[src/rtl/uart_rx_module_if.sv]
// uart_rx_module_if: serial line, configuration and received-word bundle for uart_rx_module.
interface uart_rx_module_if #(
    parameter int DataLength = 9
);
    logic                  Rx;
    logic [3:0]            Speed;
    logic                  Parity;
    logic [DataLength-1:0] Data;
    logic                  DataValid;
    logic                  ParityError;
    logic                  FramingError;
    logic                  Busy;
    modport master (
        output Rx, Speed, Parity,
        input  Data, DataValid, ParityError, FramingError, Busy
    );
    modport slave (
        input  Rx, Speed, Parity,
        output Data, DataValid, ParityError, FramingError, Busy
    );
endinterface

[src/rtl/uart_rx_module.sv]
// uart_rx_module: UART receiver (start, DataLength bits LSB first, parity, stop).
// Define UART_RX_START_VERIFY_EN to drop frames whose mid-start-bit sample reads 1.
module uart_rx_module #(
    parameter int DataLength = 9
) (
    input logic              Clock,
    input logic              Reset,
    uart_rx_module_if.slave  bus
);
    localparam int BW = $clog2(DataLength + 1);
    typedef enum logic [2:0] {IDLE, START, DATA, PARITY, STOP} state_t;
    state_t                state_q, state_d;
    logic                  sync1_q, sync2_q;
    logic [3:0]            cnt_q, cnt_d;
    logic [BW-1:0]         bits_q, bits_d;
    logic [DataLength-1:0] shift_q, shift_d, data_q, data_d;
    logic                  par_q, par_d;
    logic                  dv_q, dv_d, pe_q, pe_d, fe_q, fe_d, busy_q, busy_d;
    logic [3:0]            n, half;
    logic                  tick_bit, tick_start;
    assign n          = bus.Speed < 4'd2 ? 4'd2 : bus.Speed;
    assign half       = n >> 1;
    assign tick_bit   = cnt_q == n - 4'd1;
    // The counter is cleared on the entry edge, so half-1 lands the start sample floor(N/2) edges later.
    assign tick_start = cnt_q == half - 4'd1;
    always_comb begin
        state_d = state_q;
        cnt_d   = cnt_q + 4'd1;
        bits_d  = bits_q;
        shift_d = shift_q;
        par_d   = par_q;
        data_d  = data_q;
        dv_d    = 1'b0;
        pe_d    = pe_q;
        fe_d    = fe_q;
        busy_d  = busy_q;
        case (state_q)
            IDLE: begin
                cnt_d  = '0;
                bits_d = '0;
                if (!sync2_q) begin
                    state_d = START;
                    busy_d  = 1'b1;
                end
            end
            START: if (tick_start) begin
                cnt_d = '0;
`ifdef UART_RX_START_VERIFY_EN
                state_d = sync2_q ? IDLE : DATA;
                busy_d  = !sync2_q;
`else
                state_d = DATA;
`endif
            end
            DATA: if (tick_bit) begin
                cnt_d   = '0;
                shift_d = {sync2_q, shift_q[DataLength-1:1]};
                bits_d  = bits_q + BW'(1);
                state_d = bits_q == BW'(DataLength - 1) ? PARITY : DATA;
            end
            PARITY: if (tick_bit) begin
                cnt_d   = '0;
                par_d   = sync2_q;
                state_d = STOP;
            end
            STOP: if (tick_bit) begin
                cnt_d   = '0;
                data_d  = shift_q;
                pe_d    = ^shift_q ^ par_q ^ bus.Parity;
                fe_d    = !sync2_q;
                dv_d    = 1'b1;
                busy_d  = 1'b0;
                state_d = IDLE;
            end
            default: state_d = IDLE;
        endcase
    end
    always_ff @(posedge Clock) begin
        if (!Reset) begin
            state_q <= IDLE;
            sync1_q <= 1'b1;
            sync2_q <= 1'b1;
            cnt_q   <= '0;
            bits_q  <= '0;
            shift_q <= '0;
            par_q   <= 1'b0;
            data_q  <= '0;
            dv_q    <= 1'b0;
            pe_q    <= 1'b0;
            fe_q    <= 1'b0;
            busy_q  <= 1'b0;
        end else begin
            state_q <= state_d;
            sync1_q <= bus.Rx;
            sync2_q <= sync1_q;
            cnt_q   <= cnt_d;
            bits_q  <= bits_d;
            shift_q <= shift_d;
            par_q   <= par_d;
            data_q  <= data_d;
            dv_q    <= dv_d;
            pe_q    <= pe_d;
            fe_q    <= fe_d;
            busy_q  <= busy_d;
        end
    end
    assign bus.Data         = data_q;
    assign bus.DataValid    = dv_q;
    assign bus.ParityError  = pe_q;
    assign bus.FramingError = fe_q;
    assign bus.Busy         = busy_q;
endmodule

[src/flat_wrapper.sv]
// flat-port wrapper written by rule: the top's interface ports become plain ports
module uart_rx_module_flat 
#(
    parameter int DataLength = 9
)
  (Clock, Reset, bus_Rx, bus_Speed, bus_Parity, bus_Data, bus_DataValid, bus_ParityError, bus_FramingError, bus_Busy);
  uart_rx_module_if #(.DataLength(DataLength)) bus_i ();
  input logic Clock;
  input logic Reset;
  input wire logic [$bits(bus_i.Rx)-1:0] bus_Rx;
  input wire logic [$bits(bus_i.Speed)-1:0] bus_Speed;
  input wire logic [$bits(bus_i.Parity)-1:0] bus_Parity;
  output wire logic [$bits(bus_i.Data)-1:0] bus_Data;
  output wire logic [$bits(bus_i.DataValid)-1:0] bus_DataValid;
  output wire logic [$bits(bus_i.ParityError)-1:0] bus_ParityError;
  output wire logic [$bits(bus_i.FramingError)-1:0] bus_FramingError;
  output wire logic [$bits(bus_i.Busy)-1:0] bus_Busy;
  assign bus_i.Rx = bus_Rx;
  assign bus_i.Speed = bus_Speed;
  assign bus_i.Parity = bus_Parity;
  assign bus_Data = bus_i.Data;
  assign bus_DataValid = bus_i.DataValid;
  assign bus_ParityError = bus_i.ParityError;
  assign bus_FramingError = bus_i.FramingError;
  assign bus_Busy = bus_i.Busy;
  uart_rx_module #(.DataLength(DataLength)) u_core (.Clock(Clock), .Reset(Reset), .bus(bus_i));
endmodule
[config.mk]
export PLATFORM = sky130hd
export DESIGN_NAME = uart_rx_module_flat
export DESIGN_NICKNAME = d
export VERILOG_FILES = /design/src/rtl/uart_rx_module_if.sv /design/src/rtl/uart_rx_module.sv /design/src/flat_wrapper.sv
export SDC_FILE = /design/constraint.sdc
export NUM_CORES = 1
export LEC_CHECK = 0
export ABC_AREA = 1
export BUFFER_PORTS_ARGS = -buffer_cell sky130_fd_sc_hd__buf_4
export CAP_MARGIN = 20
export CORE_MARGIN = 3
export CORE_UTILIZATION = 58
export DETAILED_ROUTE_END_ITERATION = 10
export PLACE_DENSITY = 0.84
export SYNTH_ARGS = -nofsm -noshare
export SYNTH_HDL_FRONTEND = slang
export SYNTH_SLANG_ARGS = --single-unit
[constraint.sdc]
create_clock -name Clock -period 2.2 [get_ports Clock]
set_input_delay 0 -clock Clock [delete_from_list [all_inputs] [get_ports Clock]]
set_output_delay 0 -clock Clock [all_outputs]
set_load 0.1 [all_outputs]
==> results.toml <==
[status]
status = "completed"

[power_and_ir_drop]
p_leak_nw = 1.02
power_density_nw_per_um2 = 896
ir_drop_mv = 0.842
total_power_mw = 2.00

[timing]
setup_viol = 0
skew_ps = 13.1
max_freq_mhz = 567
max_slew_margin = 0.570
hold_viol_final = 0
max_slew.worst_pin.slew_ps = 640
min_period_ps = 1760
finalSetupTns_ps = 0
rsz0062_at_grt = "false"
slew_violations = 0
post-route-period-util = 0.802

[worst_hold_path]
hp-start = "bus_Parity"
holdPathEnd = "u_core.bus.ParityError$_SDFFE_PN0P_"
hp-class = "primary input to flip-flop"
hold_depth = 9

[critical_path]
critPathCaptureType = "flip-flop"
crit_path_cell_trace = "buf_4, o21ai_0, inv_1, ha_1, or2_1, nand3_1, nand3_1, nor2_4, nand3_4, inv_2, nand2_2, inv_2, nand2_1, a21oi_1"
timing.rr.end = "u_core.bus.Data[0]$_SDFFE_PN0P_"
cp_slowest_cell = "o21ai_0"
arrival_ps = 2040
cp.required_ps = 2470
crit_type = "primary input to flip-flop"
critPathBufInv = 4
rrSetupSlack_ps = 460
rr_worst_depth = 10
crit_fanout = 11
crit-reg2reg-launch = "u_core.cnt_q[0]$_SDFF_PN0_"
max_stage_delay_ps = 250
worstSetupStartpointType = "primary input"
critical_path.startpoint = "bus_Speed[3]"
critical-path-top-delay-family = "simple AND/OR/NAND/NOR gates"

[global_route]
grt_pass1_vias = 1644
grt_pass1_wl_um = 6950
grt.overflow.total = 0
grt_use_total = 0.215
antenna_found_initial = 0
grt_max_degree = 24

[yosys]
yosysWarnings = 0
synth_seq_cells = 36
synthCells = 274
synth.distinct_cells = 28
syn_area_per_cell_um2 = 7.03
syn_area_um2 = 1930
ys_seq_area_frac = 0.374
syn-num-nets = 288

[clocking]
cts_sinks = 36
cts_tree = "done"
path_clk_slew_ps = 110
root_buffer = "clkbuf_4"
htree_levels = 2
cts.path.max_buffers = 2
insertion_delay_ps = 340
numCtsBuffers = 5
post_cts_resized = 0

[floorplan]
die-area_um2 = 4050
initial_core_util = 0.621
die_h_um = 63.6
die_x_um = 63.6
io_pins = 21
placementRows = 20
coreArea_um2 = 3100

[place]
gp_congestion = 0.843
io_buffers = 20
dp_hpwl_um = 2880

[layout]
drive_gt1_frac = 0.162
layout.nets = 316
syn_to_final_growth_pct = 16.0
n_antenna_cell = 0

[drt]
vias_per_cell = 5.10
drc = 0
routed_wl_um = 3940
vias = 1771
dr.pass1.iters = 4
antenna_left = 0
post_drt_wl_per_cell_um = 11.4
dr.first_iter.drc_count = 107

[job]
maxCapViolations = 0
-- power breakdown --
part           internal (mW)  total, mW  switching (mW)
logic                  0.268      0.777           0.509
registers              0.707      0.770          0.0631
clock network          0.238      0.455           0.217
-- kinds of logic after synthesis --
| kind of cell | Yosys count | synth area share |
|---|---|---|
| AND/OR/NAND/NOR | 137 | 0.326 |
| buffers and inverters | 42 | 0.0884 |
| AO/OA/AOI/OAI | 38 | 0.105 |
| flip-flops | 36 | 0.374 |
| XOR/XNOR | 15 | 0.0682 |
| adder cells (fa/ha/maj) | 6 | 0.0390 |
-- how the worst max path moves through the flow --
stage	slack [ps]	end	depth (start not counted)
after floorplan	430	u_core.bits_q[1]$_SDFFE_PN0P_	12
after detailed placement	90	u_core.bus.Data[0]$_SDFFE_PN0P_	14
final	440	u_core.bus.Data[0]$_SDFFE_PN0P_	14
after CTS	450	u_core.bus.Data[0]$_SDFFE_PN0P_	14
after global placement	240	u_core.bus.Data[5]$_SDFFE_PN0P_	14
after global routing	160	u_core.bus.Data[0]$_SDFFE_PN0P_	14
-- layout make-up --
cell class,count,area [µm²]
fillers,273,870
inverters,35,131
clock inverters,2,35.0
well taps,44,55.1
repair buffers,28,215
clock buffers,6,41.3
flip-flops and latches,36,721
multi-input cells,196,1030
-- cells in the mapped netlist (all sizes together) --
cell type	instances	share of area
a21oi	30	0.078
a41oi	1	0.0045
buf	3	0.012
clkbuf	4	0.0078
clkinv	1	0.0019
dfxtp	36	0.37
ha	6	0.039
inv	34	0.066
nand2	70	0.14
nand3	34	0.10
nand4	2	0.0097
nor2	24	0.052
nor3	3	0.0078
o211ai	3	0.012
o21ai	4	0.010
or2	4	0.013
xnor2	5	0.023
xor2	10	0.045
-- metal layers --
| layer | track usage | part of all wire | vias up |
|---|---|---|---|
| met4 | 0.0755 | 0.014 | 0 |
| met3 | 0.0570 | 0.057 | 6 |
| met2 | 0.359 | 0.46 | 41 |
| met1 | 0.265 | 0.47 | 786 |
| met5 | 0 | 0 | - |
| li1 | - | - | 938 |
-- through the flow --
stage	util	hold WS (ps)	area [µm²]	instances	setup slack, ps
after floorplan	-	107	1930	274	433
after global placement	0.689	188	2140	337	242
after detailed placement	0.689	190	2140	337	88.9
after CTS	0.720	236	2230	347	451
after global routing	0.720	283	2230	347	157
final	0.720	244	2230	347	435
-- state kept, by name (all words and copies together) (netlist names), 3 cells and up --
signal           flops
u_core.shift_q       9
u_core.bus.Data      9
u_core.bits_q        4
u_core.cnt_q         4
u_core.state_q       3
-- repair_timing --
item	CTS	global route
setup endpoints to repair	0	0
setup buffers	0	0
endpoints found under the hold margin	10	0
hold buffers	2	0
-- cell usage in the layout (no fill, tap or decap), types with 2 or more instances in the layout --
| cell type | n |
|---|---|
| a21oi_1 | 30 |
| buf_4 | 26 |
| clkbuf_4 | 5 |
| dfxtp_1 | 36 |
| dlygate4sd3_1 | 2 |
| ha_1 | 6 |
| inv_1 | 32 |
| inv_2 | 2 |
| nand2_1 | 65 |
| nand2_2 | 5 |
| nand3_1 | 31 |
| nand3_2 | 2 |
| nor2_1 | 22 |
| nor3_1 | 3 |
| o211ai_1 | 3 |
| o21ai_0 | 4 |
| or2_2 | 3 |
| xnor2_1 | 5 |
| xor2_1 | 10 |
-- worst reg2reg max path, delay by kind of cell (launching register included) --
kind,cells,cell delay (ps)
flops,1,440
simple gates,6,690
compound gates,1,140
buf+inv,3,410
Power figures use the tool's default switching activity.
